<file path="config.mk">
export PLATFORM = sky130hd
export DESIGN_NAME = dma_io_port_flat
export DESIGN_NICKNAME = d
export VERILOG_FILES = /design/src/rtl/dmac_pkg.sv /design/src/rtl/dma_io_port_if.sv /design/src/rtl/sync_fifo.sv /design/src/rtl/dma_io_port.sv /design/src/flat_wrapper.sv
export SDC_FILE = /design/constraint.sdc
export NUM_CORES = 1
export LEC_CHECK = 0
export BUFFER_PORTS_ARGS = -buffer_cell sky130_fd_sc_hd__buf_2
export CORE_ASPECT_RATIO = 0.75
export CORE_MARGIN = 1
export CORE_UTILIZATION = 34
export DETAILED_ROUTE_END_ITERATION = 10
export PLACE_DENSITY_LB_ADDON = 0.2
export SKIP_LAST_GASP = 1
export SYNTH_ARGS = -nofsm -noshare
export SYNTH_HDL_FRONTEND = slang
export SYNTH_SLANG_ARGS = --single-unit
</file>
<file path="constraint.sdc">
create_clock -name clk -period 8.1 [get_ports clk]
set_input_delay 1.215 -clock clk [delete_from_list [all_inputs] [get_ports clk]]
set_output_delay 1.215 -clock clk [all_outputs]
set_load 0.1 [all_outputs]
</file>
<file path="src/rtl/dmac_pkg.sv">
// dmac_pkg: shared state encoding, direction constants and data width default
// for the DMAC I/O port device model.
package dmac_pkg;
    localparam int DATA_W_DEF = 8;
    localparam logic [1:0] S_IDLE = 2'd0;
    localparam logic [1:0] S_REQ  = 2'd1;
    localparam logic [1:0] S_XFER = 2'd2;
    localparam logic [1:0] S_TERM = 2'd3;
    localparam logic DIR_SRC = 1'b0;
    localparam logic DIR_SNK = 1'b1;
endpackage

</file>
<file path="src/rtl/dma_io_port_if.sv">
// dma_io_port_if: DREQ/DACK handshake and data bytes between the DMAC (master)
// and the I/O device (slave).
interface dma_io_port_if import dmac_pkg::*; #(parameter int DATA_W = DATA_W_DEF);
    logic              dreq;
    logic              dack;
    logic              ior;
    logic              iow;
    logic              eop;
    logic [DATA_W-1:0] io_dout;
    logic [DATA_W-1:0] io_din;
    modport master (output dack, ior, iow, eop, io_din, input dreq, io_dout);
    modport slave  (input dack, ior, iow, eop, io_din, output dreq, io_dout);
endinterface

</file>
<file path="src/rtl/sync_fifo.sv">
// sync_fifo: circular-buffer FIFO whose head output holds its last value while
// empty; the caller only issues legal push/pop combinations.
module sync_fifo import dmac_pkg::*; #(
    parameter int DATA_W = DATA_W_DEF,
    parameter int DEPTH  = 4,
    parameter int CNT_W  = $clog2(DEPTH) + 1
) (
    input  logic              clk,
    input  logic              rst_n,
    input  logic              push_i,
    input  logic              pop_i,
    input  logic [DATA_W-1:0] din_i,
    output logic [DATA_W-1:0] head_o,
    output logic              full_o,
    output logic              empty_o,
    output logic [CNT_W-1:0]  count_o,
    output logic [CNT_W-1:0]  cnt_nx_o
);
    localparam int AW = $clog2(DEPTH);
    logic [DATA_W-1:0] mem_q [DEPTH];
    logic [AW-1:0]     wr_q, rd_q;
    logic [CNT_W-1:0]  cnt_q;
    logic [DATA_W-1:0] last_q;
    assign full_o   = cnt_q == CNT_W'(DEPTH);
    assign empty_o  = cnt_q == '0;
    assign count_o  = cnt_q;
    assign cnt_nx_o = cnt_q + CNT_W'(push_i) - CNT_W'(pop_i);
    // Push and pop on an empty FIFO pass the incoming byte straight through.
    assign head_o   = !empty_o ? mem_q[rd_q] : (push_i & pop_i) ? din_i : last_q;
    always_ff @(posedge clk or negedge rst_n) begin
        if (!rst_n) begin
            wr_q   <= '0;
            rd_q   <= '0;
            cnt_q  <= '0;
            last_q <= '0;
        end else begin
            wr_q   <= push_i ? wr_q + 1'b1 : wr_q;
            rd_q   <= pop_i ? rd_q + 1'b1 : rd_q;
            cnt_q  <= cnt_nx_o;
            last_q <= head_o;
        end
    end
    always_ff @(posedge clk) begin
        if (push_i) mem_q[wr_q] <= din_i;
    end
endmodule

</file>
<file path="src/rtl/dma_io_port.sv">
// dma_io_port: peripheral end of the DMAC DREQ/DACK handshake; buffers bytes in a
// FIFO and sources them on IOR (DIR=0) or sinks them on IOW (DIR=1).
module dma_io_port import dmac_pkg::*; #(
    parameter int DATA_W = DATA_W_DEF,
    parameter int DEPTH  = 4,
    parameter int CNT_W  = $clog2(DEPTH) + 1
) (
    input  logic              clk,
    input  logic              rst_n,
    input  logic              en_i,
    input  logic              dir_i,
    input  logic              wr_en_i,
    input  logic [DATA_W-1:0] wr_data_i,
    input  logic              rd_en_i,
    dma_io_port_if.slave      dma,
    output logic [DATA_W-1:0] rd_data_o,
    output logic              full_o,
    output logic              empty_o,
    output logic [CNT_W-1:0]  count_o,
    output logic              done_o,
    output logic              err_o
);
    logic [1:0]        state_q, state_d;
    logic              dir_q, dreq_q, dreq_d, done_q, err_q;
    logic              snk, stb, svc, svc_nx;
    logic              push_req, pop_req, push_ok, pop_ok, pop_src, push_snk, err_set;
    logic [CNT_W-1:0]  cnt_nx;
    logic [DATA_W-1:0] head;
    // DIR is live while idle so the local side can pre-load or drain the FIFO.
    assign snk      = (state_q == S_IDLE ? dir_i : dir_q) == DIR_SNK;
    assign stb      = state_q == S_XFER && dma.dack && (snk ? dma.iow : dma.ior);
    assign push_req = snk ? stb : wr_en_i;
    assign pop_req  = snk ? rd_en_i : stb;
    assign pop_src  = pop_req & !empty_o;
    assign push_snk = push_req & !full_o;
    // Full source / empty sink accept a simultaneous push and pop; DMAC side first.
    assign push_ok  = snk ? push_snk : push_req & (!full_o | pop_src);
    assign pop_ok   = snk ? pop_req & (!empty_o | push_snk) : pop_src;
    assign err_set  = (push_req & !push_ok) | (pop_req & !pop_ok);
    assign svc      = snk ? !full_o : !empty_o;
    assign svc_nx   = snk ? cnt_nx != CNT_W'(DEPTH) : cnt_nx != '0;
    sync_fifo #(.DATA_W(DATA_W), .DEPTH(DEPTH), .CNT_W(CNT_W)) u_fifo (
        .clk      (clk),
        .rst_n    (rst_n),
        .push_i   (push_ok),
        .pop_i    (pop_ok),
        .din_i    (snk ? dma.io_din : wr_data_i),
        .head_o   (head),
        .full_o   (full_o),
        .empty_o  (empty_o),
        .count_o  (count_o),
        .cnt_nx_o (cnt_nx)
    );
    always_comb begin
        state_d = state_q;
        case (state_q)
            S_IDLE:  state_d = (en_i & svc) ? S_REQ : S_IDLE;
            S_REQ:   state_d = dma.eop ? S_TERM : !en_i ? S_IDLE : dma.dack ? S_XFER : S_REQ;
            S_XFER:  state_d = dma.eop ? S_TERM : !dma.dack ? S_REQ : S_XFER;
            default: state_d = en_i ? S_TERM : S_IDLE;
        endcase
        dreq_d = (state_d == S_REQ || state_d == S_XFER) && svc_nx;
    end
    always_ff @(posedge clk or negedge rst_n) begin
        if (!rst_n) begin
            state_q <= S_IDLE;
            dir_q   <= DIR_SRC;
            dreq_q  <= 1'b0;
            done_q  <= 1'b0;
            err_q   <= 1'b0;
        end else begin
            state_q <= state_d;
            dir_q   <= state_q == S_IDLE ? dir_i : dir_q;
            dreq_q  <= dreq_d;
            done_q  <= state_d == S_TERM;
            err_q   <= (state_d == S_IDLE && state_q != S_IDLE) ? 1'b0 : err_q | err_set;
        end
    end
    assign dma.dreq    = dreq_q;
    assign dma.io_dout = head;
    assign rd_data_o   = head;
    assign done_o      = done_q;
    assign err_o       = err_q;
endmodule

</file>
<file path="src/flat_wrapper.sv">
// flat-port wrapper written by rule: the top's interface ports become plain ports
module dma_io_port_flat import dmac_pkg::*;
#(
    parameter int DATA_W = DATA_W_DEF,
    parameter int DEPTH  = 4,
    parameter int CNT_W  = $clog2(DEPTH) + 1
)
  (clk, rst_n, en_i, dir_i, wr_en_i, wr_data_i, rd_en_i, rd_data_o, full_o, empty_o, count_o, done_o, err_o, dma_dack, dma_ior, dma_iow, dma_eop, dma_io_din, dma_dreq, dma_io_dout);
  dma_io_port_if #(.DATA_W(DATA_W)) dma_i ();
  input  logic clk;
  input  logic rst_n;
  input  logic en_i;
  input  logic dir_i;
  input  logic wr_en_i;
  input  logic [DATA_W-1:0] wr_data_i;
  input  logic rd_en_i;
  output logic [DATA_W-1:0] rd_data_o;
  output logic full_o;
  output logic empty_o;
  output logic [CNT_W-1:0] count_o;
  output logic done_o;
  output logic err_o;
  input wire logic [$bits(dma_i.dack)-1:0] dma_dack;
  input wire logic [$bits(dma_i.ior)-1:0] dma_ior;
  input wire logic [$bits(dma_i.iow)-1:0] dma_iow;
  input wire logic [$bits(dma_i.eop)-1:0] dma_eop;
  input wire logic [$bits(dma_i.io_din)-1:0] dma_io_din;
  output wire logic [$bits(dma_i.dreq)-1:0] dma_dreq;
  output wire logic [$bits(dma_i.io_dout)-1:0] dma_io_dout;
  assign dma_i.dack = dma_dack;
  assign dma_i.ior = dma_ior;
  assign dma_i.iow = dma_iow;
  assign dma_i.eop = dma_eop;
  assign dma_i.io_din = dma_io_din;
  assign dma_dreq = dma_i.dreq;
  assign dma_io_dout = dma_i.io_dout;
  dma_io_port #(.DATA_W(DATA_W), .DEPTH(DEPTH), .CNT_W(CNT_W)) u_core (.clk(clk), .rst_n(rst_n), .en_i(en_i), .dir_i(dir_i), .wr_en_i(wr_en_i), .wr_data_i(wr_data_i), .rd_en_i(rd_en_i), .dma(dma_i), .rd_data_o(rd_data_o), .full_o(full_o), .empty_o(empty_o), .count_o(count_o), .done_o(done_o), .err_o(err_o));
endmodule
</file>
==> summary.txt <==
post-route ant nets: 0
core area: 0.00743 mm^2
Post-synth ARST share: 39.6%
CTS tree: built
DR WL/cell: 16.8 um
TritonRoute pass-1 iters: 4
Setup Viol. Count Final: 0
post-detail-place hpwl: 3990 um
hold_buf cts: 0
Req. time, crit path: 6880 ps
total negative setup slack: 0 ps
number of diodes: 0
crit start category: primary input
r2r endpoint: u_core.dma.dreq
crit path kind: in2out
total congestion overflow: 0
vias per std cell: 4.98
H-tree depth: 2
routed wire length: 5820 um
# DRC: 0
Total Routing Usage GR: 15.0%
vias in the first global route: 1,629
Unique masters post-synth: 42
worst hold path class: reg2reg
Worst slew margin: 41.5%
clk slew on worst S/H paths: 100 ps
final core occ: 40.7%
Die Footprint: 0.00813 mm^2
# Max-Cap Violations: 0
most common cell after layout, fill and taps aside: buf_2
max frequency: 187 MHz
Slew @ Worst Pin: 874 ps
Post-CTS Resized: 0
final count of hold timing violations: 0
r2r startpoint: u_core.state_q[1]
EDFF count, synth: 32
Buffers on Ports: 49
setup bufs post-CTS: 0
status: complete, no violations
initial antenna violation count: 0
die width: 104 um
crit path from: dir_i
Post-Syn Area per Cell: 12.8 um^2
Rows: 27
RePlAce Congestion: 0.746
Synth Cell Area: 0.00264 mm^2
synth top area cells: edfxtp_1 (36%), dfrtp_1 (20%), mux4_2 (6.8%)
RSZ-0062 raised after global routing: false
post-placement cell count: 338
clock latency on the worst-skew pair: 310 ps
IO Pins: 50
final hold slack: 582 ps
worst-case clock skew: 7.81 ps
via count: 1,724
Layout area overhead: 14.4%
Main synth FF type: edfxtp_1
layout cells sized above 1: 29.8%
most frequent cells in the layout: buf_2 (49), edfxtp_1 (32), o21ai_0 (31)
r2r worst-path depth: 12
Final #Nets: 280
max-slew violations: 0
die extent in y: 78.3 um
fin crit share: 65.8%
critical path arrival: 4120 ps
syn_nets: 242
number of synthesized register bits: 53
cell taking the most area after synthesis: edfxtp_1
share of the synthesized area in the top cell type: 36.4%
crit end category: output pin
Tmin final: 5330 ps
pin count of the biggest net entering global routing: 22
Seq/Total Area, Yosys: 56.3%
clock root buffer: clkbuf_8
CTS Buf Count: 5
Clock Tree Buf Depth: 2
Mapped Cells: 206
Sink Count: 53
R2R setup slack: 4490 ps
DR iter-0 viols: 110
Initial Util: 35.5%
Layout Cells excl Fill: 346
Setup crit end: dma_io_dout[1]
Yosys warnings: 0
crit-path max FO: 16
global-route wire length before repair: 9090 um
-- critical path: stages --
cell and delay [ps]:
buf_2 100, nor3b_2 710, o221a_2 320, or2_1 200
ha_1 470, o21ai_0 200, o21ai_0 390, buf_2 510
-- cells by family (layout without fill, tap and decap cells) --
logic type	after synthesis	count (layout)	share of synthesized area [%]
mux	9	9	7.39
simple gates	53	53	11.5
compound gates	46	46	11.2
flops	53	53	56.3
buf+inv	28	67	6.30
fa+ha+maj	10	10	5.02
xor+xnor	7	7	2.32
-- worst min-delay path by stage --
stage,start,endpoint,slack (ps),cells after the start
detailed placement,u_core.u_fifo.wr_q[1],u_core.u_fifo.wr_q[1],570,1
CTS,u_core.u_fifo.wr_q[1],u_core.u_fifo.wr_q[1],590,1
finish,u_core.u_fifo.wr_q[1],u_core.u_fifo.wr_q[1],580,1
global route,u_core.u_fifo.wr_q[1],u_core.u_fifo.wr_q[1],610,1
global placement,u_core.u_fifo.wr_q[1],u_core.u_fifo.wr_q[1],570,1
floorplan,u_core.u_fifo.wr_q[1],u_core.u_fifo.wr_q[1],530,1
-- state kept, by name, indices dropped and copies added (netlist names) --
name / cells
u_core.u_fifo.wr_q: 2
u_core.err_o: 1
u_core.u_fifo.mem_q: 32
u_core.u_fifo.last_q: 8
u_core.u_fifo.count_o: 3
u_core.dma.dreq: 1
u_core.dir_q: 1
u_core.done_o: 1
u_core.state_q: 2
u_core.u_fifo.rd_q: 2
-- per-layer routing --
metal | global-route usage [%] | routed length (um) | up-vias
li1 | - | - | 823
met3 | 3.41 | 266 | 5
met4 | 4.43 | 42 | 0
met1 | 22.5 | 3040 | 844
met2 | 21.7 | 2470 | 52
met5 | 0 | 0 | -
-- layout make-up --
cell class / instances / area, um^2
Timing Repair Buffer: 49 / 245
Clock buffer: 5 / 68.8
Multi-Input combinational cell: 125 / 988
Clock inverter: 3 / 68.8
Tap cell: 101 / 126
Sequential cell: 53 / 1490
Inverter: 10 / 37.5
Fill cell: 750 / 4410
-- synth_stat cells, types with 2 or more instances --
cell type	count
xnor2_1	5
clkbuf_1	2
edfxtp_1	32
a311o_1	2
xor2_1	2
and2_1	4
a21oi_1	2
nand2_1	18
nand3_1	8
nor4_1	2
buf_6	3
buf_4	9
and3_1	8
ha_1	9
o31a_1	2
nor2_1	3
dfrtp_1	21
inv_1	9
mux4_2	8
o21a_1	2
buf_2	4
o21ai_0	31
-- per-stage QoR --
step	setup slack, ps	cell area, um^2
floorplan	1430	2640
global placement	2870	2880
detailed placement	2840	2880
CTS	2760	3020
global route	2520	3020
finish	2770	3020
Power is not shown: default switching activity piles up to over one toggle a cycle in this logic, so the estimate is an artifact.
